**src/rtl/pipeline_hazard_ctrl_pkg.sv**
```systemverilog
`default_nettype none
// ============================================================================
// Module      : pipeline_hazard_ctrl_pkg
// Description : Shared forwarding codes, memory-FSM state encoding and the
//               operand forwarding selector used by the hazard controller.
// Revision    : 1.0 - initial release
// ============================================================================
package pipeline_hazard_ctrl_pkg;

    localparam logic [1:0] c_fwd_rf   = 2'd0;
    localparam logic [1:0] c_fwd_ealu = 2'd1;
    localparam logic [1:0] c_fwd_malu = 2'd2;
    localparam logic [1:0] c_fwd_mmo  = 2'd3;

    typedef enum logic [0:0] {
        c_st_idle = 1'b0,
        c_st_wait = 1'b1
    } dmem_state_t;

    // A load still in EX has no data yet, so only an ALU result in EX may forward.
    function automatic logic [1:0] fwd_sel(
        input logic [4:0] r,
        input logic       ewreg,
        input logic       em2reg,
        input logic [4:0] edest,
        input logic       mwreg,
        input logic       mm2reg,
        input logic [4:0] mdest
    );
        logic [1:0] v_sel;
        v_sel = c_fwd_rf;
        if (r == 5'd0) begin
            v_sel = c_fwd_rf;
        end else if (ewreg && !em2reg && (edest == r)) begin
            v_sel = c_fwd_ealu;
        end else if (mwreg && (mdest == r)) begin
            v_sel = mm2reg ? c_fwd_mmo : c_fwd_malu;
        end
        return v_sel;
    endfunction

endpackage
`default_nettype wire

```
**src/rtl/pipeline_hazard_ctrl_if.sv**
```systemverilog
`default_nettype none
// ============================================================================
// Module      : pipeline_hazard_ctrl_if
// Description : Pipeline-side bundle of the hazard controller: hazard inputs,
//               data-memory handshake and register enables/flushes.
// Revision    : 1.0 - initial release
// ============================================================================
interface pipeline_hazard_ctrl_if #(
    parameter int CNT_W = 16
);
    logic [4:0]       id_rs;
    logic [4:0]       id_rt;
    logic             id_use_rs;
    logic             id_use_rt;
    logic             ewreg;
    logic             em2reg;
    logic [4:0]       edestReg;
    logic             mwreg;
    logic             mm2reg;
    logic [4:0]       mdestReg;
    logic             branch_taken;
    logic             m_mem_access;
    logic             dmem_ready;
    logic             dmem_req;
    logic             pc_en;
    logic             ifid_en;
    logic             exmem_en;
    logic             memwb_en;
    logic             ifid_flush;
    logic             idex_flush;
    logic             memwb_bubble;
    logic [1:0]       fwda;
    logic [1:0]       fwdb;
    logic             mem_err;
    logic [CNT_W-1:0] stall_count;

    modport slave (
        input  id_rs, id_rt, id_use_rs, id_use_rt,
        input  ewreg, em2reg, edestReg, mwreg, mm2reg, mdestReg,
        input  branch_taken, m_mem_access, dmem_ready,
        output dmem_req, pc_en, ifid_en, exmem_en, memwb_en,
        output ifid_flush, idex_flush, memwb_bubble, fwda, fwdb,
        output mem_err, stall_count
    );

    modport master (
        output id_rs, id_rt, id_use_rs, id_use_rt,
        output ewreg, em2reg, edestReg, mwreg, mm2reg, mdestReg,
        output branch_taken, m_mem_access, dmem_ready,
        input  dmem_req, pc_en, ifid_en, exmem_en, memwb_en,
        input  ifid_flush, idex_flush, memwb_bubble, fwda, fwdb,
        input  mem_err, stall_count
    );

endinterface
`default_nettype wire

```
**src/rtl/pipeline_hazard_ctrl_dmem_wait_fsm.sv**
```systemverilog
`default_nettype none
// ============================================================================
// Module      : pipeline_hazard_ctrl_dmem_wait_fsm
// Description : Data-memory handshake FSM with bounded wait and sticky error.
// Revision    : 1.0 - initial release
// ============================================================================
module pipeline_hazard_ctrl_dmem_wait_fsm
    import pipeline_hazard_ctrl_pkg::*;
#(
    parameter int MEM_TIMEOUT = 15
) (
    input  wire  clk,
    input  wire  rst,
    input  logic i_mem_access,
    input  logic i_ready,
    output logic o_dmem_req,
    output logic o_mem_stall,
    output logic o_timeout,
    output logic o_mem_err
);

    localparam int CW = (MEM_TIMEOUT > 1) ? $clog2(MEM_TIMEOUT) : 1;
    localparam logic [CW-1:0] c_last = CW'(MEM_TIMEOUT - 1);

    dmem_state_t   r_state;
    logic [CW-1:0] r_cnt;
    logic          r_mem_err;
    logic          w_idle;

    assign w_idle      = (r_state == c_st_idle);
    assign o_dmem_req  = (w_idle && i_mem_access) || !w_idle;
    assign o_mem_stall = (w_idle && i_mem_access && !i_ready) ||
                         (!w_idle && !i_ready && (r_cnt < c_last));
    // Final wait cycle without ready: the access is abandoned and the pipeline moves on.
    assign o_timeout   = !w_idle && !i_ready && (r_cnt == c_last);
    assign o_mem_err   = r_mem_err;

    always_ff @(posedge clk or posedge rst) begin
        if (rst) begin
            r_state   <= c_st_idle;
            r_cnt     <= '0;
            r_mem_err <= 1'b0;
        end else begin
            case (r_state)
                c_st_idle: begin
                    if (i_mem_access && !i_ready) begin
                        r_state <= c_st_wait;
                        r_cnt   <= '0;
                    end
                end
                c_st_wait: begin
                    if (i_ready) begin
                        r_state <= c_st_idle;
                    end else if (r_cnt == c_last) begin
                        r_state   <= c_st_idle;
                        r_mem_err <= 1'b1;
                    end else begin
                        r_cnt <= r_cnt + CW'(1);
                    end
                end
                default: r_state <= c_st_idle;
            endcase
        end
    end

endmodule
`default_nettype wire

```
**src/rtl/pipeline_hazard_ctrl.sv**
```systemverilog
`default_nettype none
// ============================================================================
// Module      : pipeline_hazard_ctrl
// Description : 5-stage pipeline sequencer: load-use detection, ID operand
//               forwarding, branch squash and data-memory stall control.
// Revision    : 1.0 - initial release
// ============================================================================
module pipeline_hazard_ctrl
    import pipeline_hazard_ctrl_pkg::*;
#(
    parameter int MEM_TIMEOUT = 15,
    parameter int CNT_W       = 16
) (
    input  wire                    clock,
    input  wire                    reset,
    pipeline_hazard_ctrl_if.slave  bus
);

    logic             w_mem_stall;
    logic             w_timeout;
    logic             w_dmem_req;
    logic             w_mem_err;
    logic             w_rs_hit;
    logic             w_rt_hit;
    logic             w_load_use;
    logic             w_pc_en;
    logic             w_ifid_en;
    logic             w_exmem_en;
    logic             w_memwb_en;
    logic             w_ifid_flush;
    logic             w_idex_flush;
    logic [CNT_W-1:0] r_stall_count;

    pipeline_hazard_ctrl_dmem_wait_fsm #(
        .MEM_TIMEOUT (MEM_TIMEOUT)
    ) u_dmem_wait_fsm (
        .clk          (clock),
        .rst          (reset),
        .i_mem_access (bus.m_mem_access),
        .i_ready      (bus.dmem_ready),
        .o_dmem_req   (w_dmem_req),
        .o_mem_stall  (w_mem_stall),
        .o_timeout    (w_timeout),
        .o_mem_err    (w_mem_err)
    );

    assign w_rs_hit   = bus.id_use_rs && (bus.edestReg == bus.id_rs);
    assign w_rt_hit   = bus.id_use_rt && (bus.edestReg == bus.id_rt);
    assign w_load_use = bus.ewreg && bus.em2reg && (bus.edestReg != 5'd0) &&
                        (w_rs_hit || w_rt_hit);

    // Load-use beats a taken branch: the branch operand is not ready, so the flush waits.
    always_comb begin
        w_pc_en      = 1'b1;
        w_ifid_en    = 1'b1;
        w_exmem_en   = 1'b1;
        w_memwb_en   = 1'b1;
        w_ifid_flush = 1'b0;
        w_idex_flush = 1'b0;
        if (w_mem_stall) begin
            w_pc_en    = 1'b0;
            w_ifid_en  = 1'b0;
            w_exmem_en = 1'b0;
        end else if (w_load_use) begin
            w_pc_en      = 1'b0;
            w_ifid_en    = 1'b0;
            w_idex_flush = 1'b1;
        end else if (bus.branch_taken) begin
            w_ifid_flush = 1'b1;
        end
    end

    always_ff @(posedge clock or posedge reset) begin
        if (reset) begin
            r_stall_count <= '0;
        end else if ((w_mem_stall || w_load_use) && (r_stall_count != '1)) begin
            r_stall_count <= r_stall_count + CNT_W'(1);
        end
    end

    assign bus.pc_en        = w_pc_en;
    assign bus.ifid_en      = w_ifid_en;
    assign bus.exmem_en     = w_exmem_en;
    assign bus.memwb_en     = w_memwb_en;
    assign bus.ifid_flush   = w_ifid_flush;
    assign bus.idex_flush   = w_idex_flush;
    assign bus.memwb_bubble = w_mem_stall || w_timeout;
    assign bus.dmem_req     = w_dmem_req;
    assign bus.mem_err      = w_mem_err;
    assign bus.stall_count  = r_stall_count;
    assign bus.fwda = fwd_sel(bus.id_rs, bus.ewreg, bus.em2reg, bus.edestReg,
                              bus.mwreg, bus.mm2reg, bus.mdestReg);
    assign bus.fwdb = fwd_sel(bus.id_rt, bus.ewreg, bus.em2reg, bus.edestReg,
                              bus.mwreg, bus.mm2reg, bus.mdestReg);

endmodule
`default_nettype wire

```
**src/flat_wrapper.sv**
```systemverilog
// flat-port wrapper written by rule: the top's interface ports become plain ports
module pipeline_hazard_ctrl_flat import pipeline_hazard_ctrl_pkg::*;
#(
    parameter int MEM_TIMEOUT = 15,
    parameter int CNT_W       = 16
)
  (clock, reset, bus_id_rs, bus_id_rt, bus_id_use_rs, bus_id_use_rt, bus_ewreg, bus_em2reg, bus_edestReg, bus_mwreg, bus_mm2reg, bus_mdestReg, bus_branch_taken, bus_m_mem_access, bus_dmem_ready, bus_dmem_req, bus_pc_en, bus_ifid_en, bus_exmem_en, bus_memwb_en, bus_ifid_flush, bus_idex_flush, bus_memwb_bubble, bus_fwda, bus_fwdb, bus_mem_err, bus_stall_count);
  pipeline_hazard_ctrl_if #(.CNT_W(CNT_W)) bus_i ();
  input  wire clock;
  input  wire reset;
  input wire logic [$bits(bus_i.id_rs)-1:0] bus_id_rs;
  input wire logic [$bits(bus_i.id_rt)-1:0] bus_id_rt;
  input wire logic [$bits(bus_i.id_use_rs)-1:0] bus_id_use_rs;
  input wire logic [$bits(bus_i.id_use_rt)-1:0] bus_id_use_rt;
  input wire logic [$bits(bus_i.ewreg)-1:0] bus_ewreg;
  input wire logic [$bits(bus_i.em2reg)-1:0] bus_em2reg;
  input wire logic [$bits(bus_i.edestReg)-1:0] bus_edestReg;
  input wire logic [$bits(bus_i.mwreg)-1:0] bus_mwreg;
  input wire logic [$bits(bus_i.mm2reg)-1:0] bus_mm2reg;
  input wire logic [$bits(bus_i.mdestReg)-1:0] bus_mdestReg;
  input wire logic [$bits(bus_i.branch_taken)-1:0] bus_branch_taken;
  input wire logic [$bits(bus_i.m_mem_access)-1:0] bus_m_mem_access;
  input wire logic [$bits(bus_i.dmem_ready)-1:0] bus_dmem_ready;
  output wire logic [$bits(bus_i.dmem_req)-1:0] bus_dmem_req;
  output wire logic [$bits(bus_i.pc_en)-1:0] bus_pc_en;
  output wire logic [$bits(bus_i.ifid_en)-1:0] bus_ifid_en;
  output wire logic [$bits(bus_i.exmem_en)-1:0] bus_exmem_en;
  output wire logic [$bits(bus_i.memwb_en)-1:0] bus_memwb_en;
  output wire logic [$bits(bus_i.ifid_flush)-1:0] bus_ifid_flush;
  output wire logic [$bits(bus_i.idex_flush)-1:0] bus_idex_flush;
  output wire logic [$bits(bus_i.memwb_bubble)-1:0] bus_memwb_bubble;
  output wire logic [$bits(bus_i.fwda)-1:0] bus_fwda;
  output wire logic [$bits(bus_i.fwdb)-1:0] bus_fwdb;
  output wire logic [$bits(bus_i.mem_err)-1:0] bus_mem_err;
  output wire logic [$bits(bus_i.stall_count)-1:0] bus_stall_count;
  assign bus_i.id_rs = bus_id_rs;
  assign bus_i.id_rt = bus_id_rt;
  assign bus_i.id_use_rs = bus_id_use_rs;
  assign bus_i.id_use_rt = bus_id_use_rt;
  assign bus_i.ewreg = bus_ewreg;
  assign bus_i.em2reg = bus_em2reg;
  assign bus_i.edestReg = bus_edestReg;
  assign bus_i.mwreg = bus_mwreg;
  assign bus_i.mm2reg = bus_mm2reg;
  assign bus_i.mdestReg = bus_mdestReg;
  assign bus_i.branch_taken = bus_branch_taken;
  assign bus_i.m_mem_access = bus_m_mem_access;
  assign bus_i.dmem_ready = bus_dmem_ready;
  assign bus_dmem_req = bus_i.dmem_req;
  assign bus_pc_en = bus_i.pc_en;
  assign bus_ifid_en = bus_i.ifid_en;
  assign bus_exmem_en = bus_i.exmem_en;
  assign bus_memwb_en = bus_i.memwb_en;
  assign bus_ifid_flush = bus_i.ifid_flush;
  assign bus_idex_flush = bus_i.idex_flush;
  assign bus_memwb_bubble = bus_i.memwb_bubble;
  assign bus_fwda = bus_i.fwda;
  assign bus_fwdb = bus_i.fwdb;
  assign bus_mem_err = bus_i.mem_err;
  assign bus_stall_count = bus_i.stall_count;
  pipeline_hazard_ctrl #(.MEM_TIMEOUT(MEM_TIMEOUT), .CNT_W(CNT_W)) u_core (.clock(clock), .reset(reset), .bus(bus_i));
endmodule
```
**config.mk**
```make
export PLATFORM = sky130hd
export DESIGN_NAME = pipeline_hazard_ctrl_flat
export DESIGN_NICKNAME = d
export VERILOG_FILES = /design/src/rtl/pipeline_hazard_ctrl_pkg.sv /design/src/rtl/pipeline_hazard_ctrl_if.sv /design/src/rtl/pipeline_hazard_ctrl_dmem_wait_fsm.sv /design/src/rtl/pipeline_hazard_ctrl.sv /design/src/flat_wrapper.sv
export SDC_FILE = /design/constraint.sdc
export NUM_CORES = 1
export LEC_CHECK = 0
export ABC_AREA = 1
export CAP_MARGIN = 0
export CORE_UTILIZATION = 34
export CTS_CLUSTER_SIZE = 20
export DETAILED_ROUTE_END_ITERATION = 10
export GPL_ROUTABILITY_DRIVEN = 0
export PLACE_DENSITY = 0.69
export SETUP_SLACK_MARGIN = 0.5
export SYNTH_ARGS = -nofsm -noshare
export SYNTH_HDL_FRONTEND = slang
export SYNTH_SLANG_ARGS = --single-unit
```
**constraint.sdc**
```tcl
create_clock -name clock -period 2.3 [get_ports clock]
set_clock_uncertainty 0.05 [all_clocks]
set_input_delay 0.345 -clock clock [delete_from_list [all_inputs] [get_ports clock]]
set_output_delay 0.345 -clock clock [all_outputs]
set_load 0.02 [all_outputs]
```
Yosys cells after proc, flatten, opt, wreduce, memory -nomap -nowiden
Cells that the tools add are included.
{"block": "op_classes", "addsub": 2, "n_lt_le_gt_ge": 1, "eq_ne": 9, "n_mux": 23, "n_bitwise": 2, "reduce_logical": 29}
{"op": "equality test 5 bit", "count": 4}
{"op": "logical AND 1 bit", "count": 17}
{"op": "adder 16 x 1 -> 16 bit, second input constant", "count": 1}
{"op": "!= test 16 bit, second input constant", "count": 1}
{"op": "two-way mux 1 bit", "count": 12}
{"op": "two-way mux 2 bit", "count": 6}
{"op": "two-way mux 4 bit", "count": 3}
{"op": "zero test 5 bit", "count": 2}
{"op": "case mux 4 bit (2 select lines)", "count": 1}
{"op": "AND reduction 3 bit", "count": 2}
{"op": "logical OR 1 bit", "count": 5}
{"op": "nonzero test 5 bit", "count": 1}
{"op": "adder 4 x 1 -> 4 bit, second input constant", "count": 1}
{"op": "equality test 4 bit, second input constant", "count": 1}
{"op": "< comparator 4 bit, second input constant", "count": 1}
{"op": "!= test 2 bit, second input constant", "count": 2}
{"op": "zero test 1 bit", "count": 2}
{"op": "!= test 2 x 1 -> 1 bit, second input constant", "count": 1}
{"op": "NOT 1 bit", "count": 2}
{"op": "case mux 1 bit (2 select lines)", "count": 1}
{"block": "word_totals", "reg_bits": 22, "inputBits": 31, "output_inout_bits": 29, "wordCells": 70}

Logic depth before layout (Yosys ltp)
Gate-level depths: netlist of run 1.
{"block": "depth", "depth_word": 6, "ltp_mapped": 12, "mapped_depth_nobuf": 11}

Cells and area by module
A second synthesis of run 1 with hierarchy kept.
{"block": "unflattened", "hier_cells": 267, "hier_area_um2": 1789.2}
{"module": "pipeline_hazard_ctrl", "instances": 1, "cells_each": 227, "area_per_inst_um2": 1456.4, "seq_area_each_um2": 400.4}
{"module": "pipeline_hazard_ctrl_dmem_wait_fsm", "instances": 1, "cells_each": 40, "area_per_inst_um2": 332.8, "seq_area_each_um2": 150.1}

Worst setup path before layout of run 1
Ideal clock, no wire load.
{"block": "synth_path", "path_type": "register to output", "startpoint": "reg u_core.u_dmem_wait_fsm.r_state", "endpoint": "out bus_pc_en", "t_arrival_ns": 1.728, "required_ns": 1.905, "slack_ns": 0.177, "stages_incl_launch_ff": 9, "path_buffers": 2, "path_cell_list": "dfrtp_1 or2_2 nand2_1 inv_1 o31ai_2 nand2_2 buf_2 inv_1 buf_4"}
{"block": "synth_via", "elab_chain_len": 5, "elab_cells_between_ends": 7, "cone_classes": "mux: 1; bitwise: 1; reduce/logical: 5"}
{"item": "start, declared", "line_no": "pipeline_hazard_ctrl_dmem_wait_fsm.sv:25", "rtl": "dmem_state_t r_state;"}
{"item": "start signal, assigned", "line_no": "pipeline_hazard_ctrl_dmem_wait_fsm.sv:40", "rtl": "r_state <= c_st_idle;"}
{"item": "start signal, assigned", "line_no": "pipeline_hazard_ctrl_dmem_wait_fsm.sv:47", "rtl": "r_state <= c_st_wait;"}
{"item": "start signal, assigned", "line_no": "pipeline_hazard_ctrl_dmem_wait_fsm.sv:53", "rtl": "r_state <= c_st_idle;"}
{"item": "NOT 1 bit"}
{"item": "logical AND 1 bit (2 in a row)", "line_no": "pipeline_hazard_ctrl_dmem_wait_fsm.sv:32", "rtl": "assign o_mem_stall = (w_idle && i_mem_access && !i_ready) ||"}
{"item": "logical OR 1 bit *", "line_no": "pipeline_hazard_ctrl_dmem_wait_fsm.sv:32"}
{"item": "two-way mux 1 bit *"}
{"item": "end, declared", "line_no": "flat_wrapper.sv:25", "rtl": "output wire logic [$bits(bus_i.pc_en)-1:0] bus_pc_en;"}
Every way passes the cells marked *; elsewhere a longest branch is shown, timed or not.

Worst setup path after layout of run 1
{"block": "layout_path", "startpoint": "reg u_core.u_dmem_wait_fsm.r_state", "endpoint": "out bus_ifid_flush"}
{"block": "layout_via", "elab_chain_len": 5, "elab_cells_between_ends": 7, "cone_classes": "mux: 1; bitwise: 1; reduce/logical: 5"}
{"item": "NOT 1 bit"}
{"item": "logical AND 1 bit (2 in a row)", "line_no": "pipeline_hazard_ctrl_dmem_wait_fsm.sv:32"}
{"item": "logical OR 1 bit *", "line_no": "pipeline_hazard_ctrl_dmem_wait_fsm.sv:32"}
{"item": "two-way mux 1 bit *", "line_no": "pipeline_hazard_ctrl.sv:60", "rtl": "if (w_mem_stall) begin"}
{"item": "end, declared", "line_no": "flat_wrapper.sv:29", "rtl": "output wire logic [$bits(bus_i.ifid_flush)-1:0] bus_ifid_flush;"}
Marks and branches as above.

==> results of run 1 <==
==> flip-flops by register name, summed over array words and instances (netlist names) <==
| register | flops |
|---|---|
| u_core.bus.stall_count | 16 |
| u_core.u_dmem_wait_fsm.o_mem_err | 1 |
| u_core.u_dmem_wait_fsm.r_cnt | 4 |
| u_core.u_dmem_wait_fsm.r_state | 1 |
==> worst max-delay path, cell delays in order (launching register included) <==
cell     delay, ns
dfrtp_1       0.38
or2_4         0.24
nand2_2       0.07
inv_2         0.05
o31ai_4       0.07
nand2_4       0.13
nor2_4        0.09
buf_6         0.11
==> cells by family after synthesis <==
group | Yosys count | share of synthesized area [%]
xor+xnor | 19 | 9.57
compound gates | 17 | 6.19
fa+ha+maj | 3 | 2.16
flops | 22 | 31.7
other cells | 1 | 0.216
simple gates | 155 | 39.0
buf+inv | 47 | 11.2
==> final cells by class <==
type                            count  share of cell area (%)
Clock buffer                        4                    1.57
Sequential cell                    22                    19.3
Tap cell                           67                    2.93
Timing Repair Buffer               91                    26.9
Inverter                           41                    5.72
Multi-Input combinational cell    196                    43.3
Timing Repair inverter              1                   0.262
==> report_power, final <==
group / total, mW / internal (mW) / switching [mW]
clock: 0.255 / 0.124 / 0.131
sequential: 0.506 / 0.439 / 0.0676
combinational: 0.589 / 0.282 / 0.306
==> layer usage <==
layer | global-route usage (%) | up-vias | routed length (um) | part of all wire (%)
met5 | 0 | - | 0 | 0
met2 | 34.5 | 45 | 2510 | 50
met4 | 3.85 | 0 | 69 | 1.4
li1 | - | 1017 | - | -
met1 | 24.7 | 903 | 2240 | 45
met3 | 3.43 | 7 | 202 | 4.0
==> worst paths after layout <==
kind / from / end / slack, ns / depth (start not counted)
setup / recovery: u_core.u_dmem_wait_fsm.r_state$_DFF_PP0_ / bus_ifid_flush / 0.48 / 7
hold / removal: reset / u_core.u_dmem_wait_fsm.o_mem_err$_DFFE_PP0P_ / 0.35 / 3
setup reg to reg: u_core.bus.stall_count[0]$_DFFE_PP0P_ / u_core.bus.stall_count[6]$_DFFE_PP0P_ / 0.52 / 8
hold reg to reg: u_core.u_dmem_wait_fsm.o_mem_err$_DFFE_PP0P_ / u_core.u_dmem_wait_fsm.o_mem_err$_DFFE_PP0P_ / 0.43 / 2
max in group asynchronous: reset / u_core.bus.stall_count[1]$_DFFE_PP0P_ / 1.60 / 3
min in group clock: u_core.u_dmem_wait_fsm.o_mem_err$_DFFE_PP0P_ / u_core.u_dmem_wait_fsm.o_mem_err$_DFFE_PP0P_ / 0.43 / 2
==> cell usage after synthesis (all sizes together) <==
cell type  number
xnor2           8
nor3            6
a21oi           1
nand3          29
or2             1
dfrtp          22
buf             6
o22ai           4
nand2          86
xor2           11
conb            1
o31ai           3
ha              3
nor2           24
inv            41
nand4           5
nor4            2
o21ai           7
a211oi          2
nor3b           1
and3            1
==> metrics by stage <==
step           hold slack [ns]  power (mW)  cells
3_5_place_dp             0.401       0.972    401
2_1_floorplan            0.284       0.752    264
6_report                 0.346        1.35    422
5_1_grt                  0.390        1.44    422
3_3_place_gp             0.407       0.957    401
4_1_cts                  0.371        1.31    419
==> what timing repair did <==
item	CTS	global route
pin swaps	28	25
gates resized for setup	153	56
setup buffers	13	2
setup endpoints to repair	27	31
gates cloned	1	1
==> run metrics, run 1 <==
outcome completed; Min-Delay Path Class in2async; Clock Sink Count 22; Mapped Cells 264; crit path DAT 1.42 ns; worst setup margin 0.484 ns; CTS tree built; Root Driver clkbuf_8; die area 5410 sq um; PD cells 471 nW/um^2; vias in the first global route 1832; # fillers 455; maximum fanout along the worst path 3; top cell type's share of synthesized area 31.7%; HPWL after detailed placement 3550 um; Top Ports 60; Congestion Overflow GR 0; fin util 59.5%; clk slew on worst S/H paths 0.08 ns; synth top area cells dfrtp_1 (32%), nand2_1 (18%), inv_1 (8.4%), nand3_1 (8.3%), xor2_1 (5.5%); drt total wl 5030 um; Slew Limit Fails 0; Antenna Cells 0; max_cap viols 0; Pleak 1.47 nW; worst-skew pair later-pin latency 0.27 ns; Die Width 73.5 um; Clock Tree Buf Depth 2; row cnt 25; wire per inst 11.9 um; final setup violation count 0; Final Hold Vio Count 0; largest net degree at the start of global routing 23; Critical Path Start Type flop; commonest non-fill, non-tap cells in the layout nand2_1 (73), buf_4 (33), inv_1 (25); FF+latch count, synth 22; sequential-to-total area share from yosys stat 31.7%; initial antenna violation count 0; maximum VDD drop 0.279 mV; Final ANT Viol Nets 0; # hold bufs at CTS 0; Via density 4.67; footprint of the multi-input gates 1240 sq um; commonest non-fill, non-tap cell in the layout nand2_1; Worst Path Required 1.90 ns; Syn Nets 298; TNS Setup 0 ns; Iter 0 DRT Violations 152; Period minus WS final 1.82 ns; yosys warns 0; DRC 0; Post-Place Worst Slack -0.336 ns; Reg area 553 sq um; starting density of the core 36.1%; design area 2870 sq um; highest clock rate 551 MHz; TritonRoute pass-1 iters 4; first-pass GRT wire length 8230 um; Global Route Usage Sum 19.5%; Final Net Count 390; Syn Std Cell Area 1740 sq um; H-tree levels 1; total number of vias 1972; Synth area leader dfrtp_1; critical path type reg2out; Inserted Clock Buffers 3; Worst setup EP type output port; Die Y 73.5 um; IO buf count 58; RSZ-0062 raised after global routing true; Area Growth Syn to Fin 64.7%; Synth cell types 29; Placed Area 2520 sq um; mean post-synth cell area 6.59 sq um; fraction of layout cells with a size suffix above 1 36.6%; Final period util 79.0%; core area 4820 sq um
(Power assumes the default switching activity.)
==> run 2: changes to the inputs <==
==> constraint.sdc (replaced) <==
create_clock -name clock -period 1.8 [get_ports clock]
set_clock_uncertainty 0.05 [all_clocks]
set_input_delay 0.27 -clock clock [delete_from_list [all_inputs] [get_ports clock]]
set_output_delay 0.27 -clock clock [all_outputs]
set_load 0.02 [all_outputs]
==> run 2 against run 1 <==
Critical path depth up 1. Non-clock buffer count increased by 28. First-iteration DRC count is 49% lower. Design area up 15%. Combinational power rose by 62%. Critical path type unchanged.
==> run metrics, run 2 (synthesis gave the netlist of run 1 again) <==
outcome completed; die area 5410 sq um; row cnt 25; Hold WS 0.286 ns; Internal 1.26 mW; wire per inst 12.6 um; Top Ports 60; fraction of layout cells with a size suffix above 1 50.4%; Inserted Clock Buffers 3; total power 1.96 mW; critical path type reg2out; IO buf count 58; Final Hold Vio Count 0; worst-skew pair later-pin latency 0.28 ns; commonest non-fill, non-tap cells in the layout nand2_1 (69), buf_4 (47), buf_6 (42); maximum fanout along the worst path 4; max_cap viols 0; starting density of the core 36.1%; Final Net Count 418; # hold bufs at CTS 0; drt total wl 5690 um; Via density 4.88; initial antenna violation count 0; r2r worst-path depth 8; largest net degree at the start of global routing 23; Placed Area 2810 sq um; TritonRoute pass-1 iters 4; Critical Path Start Type flop; sequential share of power 32.1%; commonest non-fill, non-tap cell in the layout nand2_1; Worst setup EP type output port; DRC 0; switching portion of total power 35.4%; Clock Sink Count 22; Final period util 99.8%; Worst Path Required 1.48 ns; FF-to-FF End u_core.bus.stall_count[11]$_DFFE_PP0P_; total number of vias 2194; final setup violation count 0; Comb pwr share 48.9%; # fillers 385; Area Growth Syn to Fin 88.9%; Root Driver clkbuf_8; Global Route Usage Sum 21.2%; clk slew on worst S/H paths 0.09 ns; design area 3290 sq um; Antenna Cells 0; Net Sw Power 0.693 mW; first-pass GRT wire length 8840 um; HPWL after detailed placement 3890 um; Iter 0 DRT Violations 77; PD cells 595 nW/um^2; worst reg-to-reg setup slack 0.03 ns; Pleak 1.64 nW; crit path DAT 1.48 ns; Worst R2R Start u_core.bus.stall_count[1]$_DFFE_PP0P_; Period minus WS final 1.80 ns; fin util 68.2%; H-tree levels 1; CTS tree built; TNS Setup 0 ns; maximum VDD drop 0.360 mV; Min-Delay Path Class in2async; highest clock rate 557 MHz; Clock Tree Buf Depth 2; Die Width 73.5 um; Final ANT Viol Nets 0; core area 4820 sq um; Slew Limit Fails 0; part of the power in the clock network 18.9%; Congestion Overflow GR 0; vias in the first global route 2064; RSZ-0062 raised after global routing true; Die Y 73.5 um; max reg flops 16
-- run 2: final cells by class --
class,instances,area [sq um],area share (%)
clock buffers,4,55.1,1.68
inverters,41,184,5.60
multi-input cells,196,1290,39.2
flip-flops and latches,22,553,16.8
well taps,67,83.8,2.55
repair buffers,119,1110,33.9
repair inverters,1,7.51,0.228
-- run 2: timing repair --
action / CTS / global route
endpoints found under the setup margin: 48 / 45
gates cloned: 2 / 1
gates resized for setup: 283 / 55
pin swaps: 40 / 22
buffers inserted: 8 / 10
-- run 2: metrics by stage --
step | setup WS [ns] | std cells
detailed placement | -0.786 | 425
floorplan | 0.0933 | 264
global placement | -0.779 | 425
global route | -0.0657 | 450
CTS | -0.0362 | 439
finish | 0.00344 | 450
-- run 2: how the worst max path moves through the flow --
stage,startpoint,to,depth (start not counted)
floorplan,u_core.u_dmem_wait_fsm.r_state$_DFF_PP0_,bus_pc_en,8
global placement,bus_edestReg[0],bus_idex_flush,11
detailed placement,bus_edestReg[0],bus_idex_flush,11
CTS,u_core.u_dmem_wait_fsm.r_state$_DFF_PP0_,bus_idex_flush,8
global route,u_core.u_dmem_wait_fsm.r_state$_DFF_PP0_,bus_idex_flush,8
finish,u_core.u_dmem_wait_fsm.r_state$_DFF_PP0_,bus_idex_flush,8
-- run 2: critical path, cell delays in order, from the launching register on --
cell and delay, ns:
dfrtp_1 0.42, or2_4 0.24, nand2_2 0.06, inv_2 0.04, o31ai_4 0.07, buf_6 0.16
inv_2 0.04, nor2_4 0.07, buf_6 0.11
-- run 2: per-layer routing --
metal / up-vias / global-route usage, % / wire, um
li1: 1082 / - / -
met1: 1005 / 24.3 / 2240
met2: 90 / 38.9 / 2990
met3: 17 / 2.33 / 292
met4: 0 / 10.0 / 167
met5: - / 0 / 0
-- run 2: power groups by stage --
stage	clock network (mW)	registers, mW	logic [mW]
2_1_floorplan	0	0.708	0.299
3_3_place_gp	0	0.626	0.741
3_5_place_dp	0	0.630	0.764
4_1_cts	0.370	0.625	0.857
5_1_grt	0.389	0.638	1.05
6_report	0.370	0.628	0.957
